[src/rtl/dp_share_pkg.sv]
// Shared types and default widths for the shared-datapath scheduler.
//   state_e   : scheduler FSM states
//   DEF_IN_W  : default operand width driven to the shared datapath
//   DEF_OUT_W : default result width returned by the shared datapath
package dp_share_pkg;

  typedef enum logic [1:0] {
    IDLE = 2'd0,
    WAIT = 2'd1,
    RESP = 2'd2
  } state_e;

  localparam int DEF_IN_W  = 5;
  localparam int DEF_OUT_W = 23;

endpackage

[src/rtl/dp_share_scheduler_rr_arbiter.sv]
// Combinational round-robin arbiter.
//   req     in  NUM_REQ  request vector
//   ptr     in  ID_W     highest-priority requester index
//   gnt     out NUM_REQ  one-hot grant (all zero when nothing requests)
//   gnt_idx out ID_W     binary index of the granted requester
module rr_arbiter
  import dp_share_pkg::*;
#(
  parameter int NUM_REQ = 4,
  localparam int ID_W   = $clog2(NUM_REQ)
) (
  input  logic [NUM_REQ-1:0] req,
  input  logic [ID_W-1:0]    ptr,
  output logic [NUM_REQ-1:0] gnt,
  output logic [ID_W-1:0]    gnt_idx
);

  localparam logic [NUM_REQ-1:0] ONE_HOT_0 = {{(NUM_REQ-1){1'b0}}, 1'b1};

  logic [ID_W-1:0] idx_hi_s;
  logic [ID_W-1:0] idx_lo_s;
  logic            found_hi_s;

  // Downward scan: the last hit wins, so idx_lo_s ends at the lowest set bit
  // overall and idx_hi_s at the lowest set bit at or above ptr. The wrapped
  // search falls back to idx_lo_s when nothing sits at or above ptr.
  always_comb begin
    idx_hi_s   = '0;
    idx_lo_s   = '0;
    found_hi_s = 1'b0;
    for (int i = NUM_REQ - 1; i >= 0; i--) begin
      if (req[i]) begin
        idx_lo_s = ID_W'(i);
        if (i >= int'(ptr)) begin
          idx_hi_s   = ID_W'(i);
          found_hi_s = 1'b1;
        end else begin
          found_hi_s = found_hi_s;
        end
      end else begin
        idx_lo_s = idx_lo_s;
      end
    end
  end

  // Final grant selection and one-hot expansion.
  always_comb begin
    gnt_idx = found_hi_s ? idx_hi_s : idx_lo_s;
    if (|req) begin
      gnt = ONE_HOT_0 << gnt_idx;
    end else begin
      gnt = '0;
    end
  end

endmodule

[src/rtl/dp_share_scheduler.sv]
// Shares one combinational datapath between NUM_REQ requesters.
// A round-robin winner's operand is registered onto dp_in, held for DP_LAT
// settle cycles, then dp_out is captured and returned with the requester id.
//   clk, rst_n        clock, asynchronous active-low reset
//   req_valid/data    per-requester request; requester i at [i*IN_W +: IN_W]
//   req_ready         one-hot accept strobe (combinational, IDLE only)
//   resp_valid/id/data, resp_ready   response channel
//   dp_in / dp_out    shared datapath operand / result
//   busy              high in every state except IDLE
module dp_share_scheduler
  import dp_share_pkg::*;
#(
  parameter int NUM_REQ = 4,
  parameter int IN_W    = DEF_IN_W,
  parameter int OUT_W   = DEF_OUT_W,
  parameter int DP_LAT  = 2,
  localparam int ID_W   = $clog2(NUM_REQ)
) (
  input  logic                    clk,
  input  logic                    rst_n,
  input  logic [NUM_REQ-1:0]      req_valid,
  input  logic [NUM_REQ*IN_W-1:0] req_data,
  output logic [NUM_REQ-1:0]      req_ready,
  output logic                    resp_valid,
  output logic [ID_W-1:0]         resp_id,
  output logic [OUT_W-1:0]        resp_data,
  input  logic                    resp_ready,
  output logic [IN_W-1:0]         dp_in,
  input  logic [OUT_W-1:0]        dp_out,
  output logic                    busy
);

  localparam int              CNT_W    = $clog2(DP_LAT + 1);
  localparam logic [CNT_W-1:0] CNT_LAST = CNT_W'(DP_LAT - 1);
  localparam logic [ID_W-1:0]  ID_LAST  = ID_W'(NUM_REQ - 1);

  state_e             state_r;
  state_e             state_next_s;
  logic [ID_W-1:0]    rr_ptr_r;
  logic [ID_W-1:0]    id_r;
  logic [IN_W-1:0]    dp_in_r;
  logic [CNT_W-1:0]   cnt_r;
  logic [OUT_W-1:0]   resp_data_r;
  logic [ID_W-1:0]    resp_id_r;
  logic               resp_valid_r;
  logic               busy_r;
  logic [NUM_REQ-1:0] gnt_s;
  logic [ID_W-1:0]    gnt_idx_s;
  logic [IN_W-1:0]    operand_s;
  logic               accept_s;
  logic               capture_s;

  rr_arbiter #(.NUM_REQ(NUM_REQ)) u_arb (
    .req     (req_valid),
    .ptr     (rr_ptr_r),
    .gnt     (gnt_s),
    .gnt_idx (gnt_idx_s)
  );

  // One-hot operand mux driven by the arbiter grant.
  always_comb begin
    operand_s = '0;
    for (int i = 0; i < NUM_REQ; i++) begin
      if (gnt_s[i]) begin
        operand_s = operand_s | req_data[i*IN_W +: IN_W];
      end else begin
        operand_s = operand_s;
      end
    end
  end

  // FSM state register.
  always_ff @(posedge clk or negedge rst_n) begin
    if (!rst_n) begin
      state_r <= IDLE;
    end else begin
      state_r <= state_next_s;
    end
  end

  // FSM next-state logic.
  always_comb begin
    state_next_s = state_r;
    case (state_r)
      IDLE: begin
        if (|req_valid) state_next_s = WAIT;
        else            state_next_s = IDLE;
      end
      WAIT: begin
        if (cnt_r == CNT_LAST) state_next_s = RESP;
        else                   state_next_s = WAIT;
      end
      RESP: begin
        if (resp_ready) state_next_s = IDLE;
        else            state_next_s = RESP;
      end
      default: state_next_s = IDLE;
    endcase
  end

  // FSM output decode: accept strobe, capture strobe, req_ready.
  always_comb begin
    accept_s  = 1'b0;
    capture_s = 1'b0;
    req_ready = '0;
    case (state_r)
      IDLE: begin
        accept_s  = |req_valid;
        req_ready = gnt_s;
      end
      WAIT:    capture_s = (cnt_r == CNT_LAST);
      RESP:    accept_s  = 1'b0;
      default: accept_s  = 1'b0;
    endcase
  end

  // Operand/id launch, settle counter, result capture and registered flags.
  // dp_in_r only changes on accept, so the datapath input is stable for the
  // whole settle window and the following response phase.
  always_ff @(posedge clk or negedge rst_n) begin
    if (!rst_n) begin
      rr_ptr_r     <= '0;
      id_r         <= '0;
      dp_in_r      <= '0;
      cnt_r        <= '0;
      resp_data_r  <= '0;
      resp_id_r    <= '0;
      resp_valid_r <= 1'b0;
      busy_r       <= 1'b0;
    end else begin
      if (accept_s) begin
        dp_in_r  <= operand_s;
        id_r     <= gnt_idx_s;
        rr_ptr_r <= (gnt_idx_s == ID_LAST) ? '0 : gnt_idx_s + ID_W'(1);
        cnt_r    <= '0;
      end else if (state_r == WAIT) begin
        cnt_r <= cnt_r + CNT_W'(1);
      end else begin
        cnt_r <= cnt_r;
      end
      if (capture_s) begin
        resp_data_r <= dp_out;
        resp_id_r   <= id_r;
      end else begin
        resp_data_r <= resp_data_r;
      end
      resp_valid_r <= (state_next_s == RESP);
      busy_r       <= (state_next_s != IDLE);
    end
  end

  assign dp_in      = dp_in_r;
  assign resp_data  = resp_data_r;
  assign resp_id    = resp_id_r;
  assign resp_valid = resp_valid_r;
  assign busy       = busy_r;

endmodule

[config.mk]
export PLATFORM = sky130hd
export DESIGN_NAME = dp_share_scheduler
export DESIGN_NICKNAME = d
export VERILOG_FILES = /design/src/rtl/dp_share_pkg.sv /design/src/rtl/dp_share_scheduler_rr_arbiter.sv /design/src/rtl/dp_share_scheduler.sv
export SDC_FILE = /design/constraint.sdc
export NUM_CORES = 1
export LEC_CHECK = 0
export ABC_AREA = 1
export BUFFER_PORTS_ARGS = -buffer_cell sky130_fd_sc_hd__buf_2
export CAP_MARGIN = 40
export CORE_ASPECT_RATIO = 0.7
export CORE_MARGIN = 1.5
export CORE_UTILIZATION = 42
export CTS_CLUSTER_DIAMETER = 100
export CTS_CLUSTER_SIZE = 28
export DETAILED_ROUTE_END_ITERATION = 10
export PLACE_DENSITY = 0.73
export SLEW_MARGIN = 20
export SYNTH_ARGS = -nofsm -noshare
export SYNTH_HDL_FRONTEND = slang
export SYNTH_SLANG_ARGS = --single-unit
[constraint.sdc]
create_clock -name clk -period 2 [get_ports clk]
set_clock_uncertainty 0.2 [all_clocks]
set_input_delay 0.2 -clock clk [delete_from_list [all_inputs] [get_ports clk]]
set_output_delay 0.2 -clock clk [all_outputs]
set_load 0.02 [all_outputs]
== Word level (Yosys, flattened, before mapping) ==
Cells that the tools add are included.

* Bits in registers: 40
* Input bits: 50
* Output and inout bits: 36
* Word-level logic and storage cells: 60

* $add $sub $neg: 2
* $lt $le $gt $ge: 3
* Equal/unequal tests: 5
* Shift operators: 1
* Multiplexer cells: 33
* Bitwise operators: 3
* Reductions and logical operators: 4

{| class="wikitable"
|+ Operator list
! cell !! count
|-
| $mux W2 || 16
|-
| $mux W5 || 4
|-
| $or A5 B5 Y5 || 3
|-
| $mux W1 || 10
|-
| $mux W4 || 2
|-
| $eq A2 B2 Y1 const B || 3
|-
| $pmux W2 S3 || 1
|-
| $add A2 B1 Y2 const B || 2
|-
| $eq A2 B1 Y1 const B || 2
|-
| $ge A1 B2 Y1 const A || 2
|-
| $reduce_bool A2 Y1 || 2
|-
| $reduce_or A4 Y1 || 1
|-
| $shl A1 B2 Y4 const A || 1
|-
| $ge A2 B2 Y1 const A || 1
|-
| $logic_not A2 Y1 || 1
|}

== Logic depth before layout (Yosys ltp) ==
* Depth after elaboration: 17
* Mapped depth: 12
* Gate-level depth less buffers: 12

== Hierarchy ==
A second synthesis with hierarchy kept.

* Cells, all modules: 258
* Area total of the unflattened synthesis: 1,958.1 µm²

{| class="wikitable"
|+ Modules (own cells, without submodules)
! module !! instances !! cells an instance !! area each (µm²) !! sequential area each (µm²)
|-
| dp_share_scheduler || 1 || 228 || 1,820.5 || 1,001.0
|-
| rr_arbiter || 1 || 30 || 137.6 || 0.0
|}

== Worst setup path before layout ==
No wires, ideal clock.

* Kind: register -> output
* From: register rr_ptr_r[0]
* To: output req_ready[1]
* Data arrival time: 1,475 ps
* Required time: 1,600 ps
* Slack: 125 ps
* Stages on the path, launching flop included: 10
* Buffers on the path: 0
* Cell sequence: dfrtp_1 > nand2_1 > nand2_1 > inv_1 > a21boi_0 > nand2_1 > inv_1 > ha_1 > inv_1 > nor2_1

* Cells in the longest elaborated chain, start to end: 11
* Elaborated cells between the ends (all ways): 19
* Classes of those cells: order compare: 3; shift: 1; mux: 15

{| class="wikitable"
|+ Ends and longest elaborated chain
! what !! line !! text
|-
| start, declared || dp_share_scheduler.sv:39 || <nowiki>logic [ID_W-1:0] rr_ptr_r;</nowiki>
|-
| start signal, assigned || dp_share_scheduler.sv:134 || <nowiki>rr_ptr_r <= (gnt_idx_s == ID_LAST) ? '0 : gnt_idx_s + ID_W'(1);</nowiki>
|-
| $ge A2 B2 Y1 || dp_share_scheduler_rr_arbiter.sv:34 || <nowiki>if (i >= int'(ptr)) begin</nowiki>
|-
| $mux W2 / $mux W1 (equally long branches) || dp_share_scheduler_rr_arbiter.sv:34 ||
|-
| $mux W2 / $mux W1 (equally long branches) || dp_share_scheduler_rr_arbiter.sv:32 || <nowiki>if (req[i]) begin</nowiki>
|-
| $mux W2 / $mux W1 (equally long branches) || dp_share_scheduler_rr_arbiter.sv:34 ||
|-
| $mux W2 / $mux W1 (equally long branches) || dp_share_scheduler_rr_arbiter.sv:32 ||
|-
| $mux W2 / $mux W1 (equally long branches) || dp_share_scheduler_rr_arbiter.sv:34 ||
|-
| $mux W2 / $mux W1 (equally long branches) || dp_share_scheduler_rr_arbiter.sv:32 ||
|-
| $mux W2 * || dp_share_scheduler_rr_arbiter.sv:48 || <nowiki>gnt_idx = found_hi_s ? idx_hi_s : idx_lo_s;</nowiki>
|-
| named net gnt_idx_s[0] || dp_share_scheduler.sv:48 || <nowiki>logic [ID_W-1:0] gnt_idx_s;</nowiki>
|-
| $shl A1 B2 Y4 * || dp_share_scheduler_rr_arbiter.sv:50 || <nowiki>gnt = ONE_HOT_0 << gnt_idx;</nowiki>
|-
| $mux W4 * || dp_share_scheduler_rr_arbiter.sv:49 || <nowiki>if (|req) begin</nowiki>
|-
| $mux W4 * || dp_share_scheduler.sv:106 || <nowiki>case (state_r)</nowiki>
|-
| end, declared || dp_share_scheduler.sv:23 || <nowiki>output logic [NUM_REQ-1:0] req_ready,</nowiki>
|}

The timed path passes the listed nets; every way through them passes the cells marked *.

== Worst setup path in the final report ==
* From: register rr_ptr_r[0]
* To: output req_ready[3]

Same word-level chain as after synthesis.

==> flow_summary_export.csv <==
group,metric,value,unit
global_routing,antenna_found_initial,0,
cells_and_area,nets,353,
yosys,synth_ff_type,"dfrtp_1",
yosys,ys_seq_area_frac,0.522,
yosys,synth_top_area_cell,"dfrtp_1",
floorplanning,io_pins,86,
floorplanning,start_util,0.441,
routing,via_per_inst,4.69,
cells_and_area,regArea,1000,um^2
worst_setup_path,cp_slowest_cell,"dfrtp_1",
timing,rsz0062_at_grt,"yes",
routing,drc,0,
clock_tree,cts_tree,"yes",
clock_tree,clk-insertion-delay-late,0.28,ns
clock_tree,cts.clk_slew.worst_paths,0.07,ns
timing,fin_crit,2.09,ns
floorplanning,die_h,59.5,um
power,leakage,0.00151,uW
routing,first_pass_iters,4,
global_routing,grt_pass1_vias,1586,
yosys,synth_cells,180,
routing,wl,4.65,mm
worst_setup_path,start_kind,"flip-flop",
worst_setup_path,crit_path_end_kind,"output pin",
cells_and_area,multiInputGateArea,938,um^2
power,ir_drop,0.884,mV
worst_setup_path,crit_type,"flip-flop to output pin",
timing,worst_slew_pin_slew,0.457,ns
worst_setup_path,crit_top_cell,"nand2_1",
job,maxCapViolCount,0,
global_routing,overflow,0,
yosys,synth_area_per_cell,10.7,um^2
routing,vias,1655,
status,outcome,"finished, violations left",
power,power,4480,uW
status,violations,"setup timing",
floorplanning,rows,20,
worst_setup_path,worstPathRequired,1.60,ns
timing,period_share,1.05,
floorplanning,core_area,4350,um^2
placed_design,routabilityCongestion,0.782,
routing,drt_iter0_drc,51,
worst_setup_path,cp_num_buf_inv,3,
cells_and_area,n_fill_cell,343,
timing,hold_viol_final,0,
clock_tree,clock_sinks,40,
cells_and_area,syn2layout_area_growth,50.4,%
timing,maxSlewViolCount,0,
routing,postRouteAntennaNets,0,
timing,fmax,0.478,GHz
floorplanning,dieArea,4990,um^2
placed_design,placed_cells,319,
worst_setup_path,path_cells,"nand2_1, nand2_1, nand2_2, nor2_1, nand2_1, nand2_4, inv_4, ha_4, inv_2, nor2_2, buf_6",
yosys,synth_edf_count,0,
placed_design,port_buffers,85,
power,power_density,1550,nW/um^2
yosys,synth_cell_type_count,20,
clock_tree,numCtsBuffers,5,
yosys,synthArstFlopShare,1.00,
worst_setup_path,cp_max_fo,4,
yosys,syn-num-nets,235,
global_routing,grt_first_pass_wirelength,7.36,mm
cells_and_area,layout-drive-gt1-share,0.513,
yosys,synth_common_cells,"40 x dfrtp_1, 28 x nand3_1, 25 x nor2_1",
clock_tree,cts-root-buf,"clkbuf_8",
floorplanning,die_w,83.8,um
worst_setup_path,max_stage_delay,0.39,ns
yosys,yosys-top-cells-area,"dfrtp_1 52%, mux2_4 14%, nand3_1 7.3%, nor2_1 4.9%, nand2_1 4.7%",
routing,wl_per_cell,13.2,um
worst_setup_path,crit_family,"simple AND/OR/NAND/NOR gates",
yosys,syn_area,1920,um^2
yosys,yosysWarnings,0,
placed_design,dp_hpwl,2.99,mm
timing,setup_viol,2,
yosys,synth.most_common_cell,"dfrtp_1",
yosys,netlist.area_leader.share,0.522,
timing,relSlewSlack,0.695,
clock_tree,cts.path.max_buffers,2,
global_routing,grt_max_degree,28,
hold_path,min_path_type,"input port to flip-flop",
timing,worst_slack,-0.0917,ns
cells_and_area,num_antenna_cells,0,
clock_tree,htree_levels,2,
cells_and_area,stdcell_count,353,
worst_setup_path,arrival,1.69,ns
global_routing,grtUsageTotal,0.192,
yosys,ys_seq_elements,40,
==> path summary, 6_finish.rpt <==
kind                       slack [ns]  cells after the start           end        start
setup / recovery                -0.09                     11  req_ready[3]  rr_ptr_r[0]
hold / removal                   0.05                      3    state_r[1]   resp_ready
setup reg to reg                 0.05                     13      dp_in[3]  rr_ptr_r[0]
hold reg to reg                  0.27                      1      cnt_r[0]     cnt_r[0]
max in group asynchronous        0.94                      3      cnt_r[0]        rst_n
min in group asynchronous        0.16                      2    resp_id[1]        rst_n
==> cells in the final DEF, fill, tap and decap left out, drive strengths merged, types with 4 or more instances in the layout <==
| cell | count |
|---|---|
| buf | 93 |
| clkbuf | 6 |
| dfrtp | 40 |
| dlygate4sd3 | 24 |
| ha | 5 |
| inv | 15 |
| mux2 | 25 |
| nand2 | 25 |
| nand3 | 28 |
| nor2 | 26 |
| o21ai | 4 |
==> power by group <==
part / switching [uW] / internal (uW) / leakage [uW] / total [uW]
logic: 1400 / 1160 / 0.000997 / 2560
registers: 216 / 1230 / 0.000472 / 1440
clock network: 245 / 237 / 0.0000410 / 482
total: 1860 / 2620 / 0.00151 / 4480
==> registers in the layout (all words and copies together), names as in the netlist <==
register / flops
busy: 1
id_r: 2
resp_data: 23
resp_valid: 1
resp_id: 2
rr_ptr_r: 2
cnt_r: 2
state_r: 2
dp_in: 5
==> tightest hold or removal path, stage by stage <==
cell,delay (ns)
buf_2,0.08
nand3b_1,0.14
nand2_1,0.06
==> area by class of cell <==
class,count,share of cell area
sequential,40,0.347
multi-input combinational,119,0.325
timing repair buffer,117,0.256
clock buffer,6,0.0252
tap,55,0.0239
inverter,15,0.0204
clock inverter,1,0.00174
==> timing repair <==
item | CTS | global route
buffers inserted | 3 | 0
setup endpoints to repair | 4 | 9
pin swaps | 14 | 8
hold buffers | 24 | 0
endpoints found under the hold margin | 63 | 0
gates resized for setup | 28 | 11
==> metrics by stage <==
stage	instance area, um^2	hold slack (ns)	TNS, ns	util	setup WS (ns)
after floorplan	1920	-0.296	0	-	0.125
after global placement	2410	-0.0861	0	0.553	0.0950
after detailed placement	2410	-0.0763	0	0.553	0.0567
after CTS	2840	0.0379	-0.111	0.652	-0.0513
after global routing	2880	0.0491	-0.664	0.662	-0.194
final	2880	0.0491	-0.150	0.662	-0.0917
==> per-layer routing <==
metal	GRT usage	part of all wire	up-vias
met3	0.0585	0.067	2
met1	0.237	0.42	763
met5	0	0	-
met2	0.339	0.50	68
li1	-	-	822
met4	0.0445	0.0039	0
==> logic make-up (layout without fill, tap and decap cells) <==
family                   Yosys count  count (layout)  synth area share
buffers and inverters             21             139            0.0515
flip-flops                        40              40             0.522
AO/OA/AOI/OAI                      8               8            0.0241
multiplexers                      25              25             0.182
adder cells (fa/ha/maj)            5               5            0.0326
AND/OR/NAND/NOR                   81              81             0.188
(Power assumes the default switching activity.)
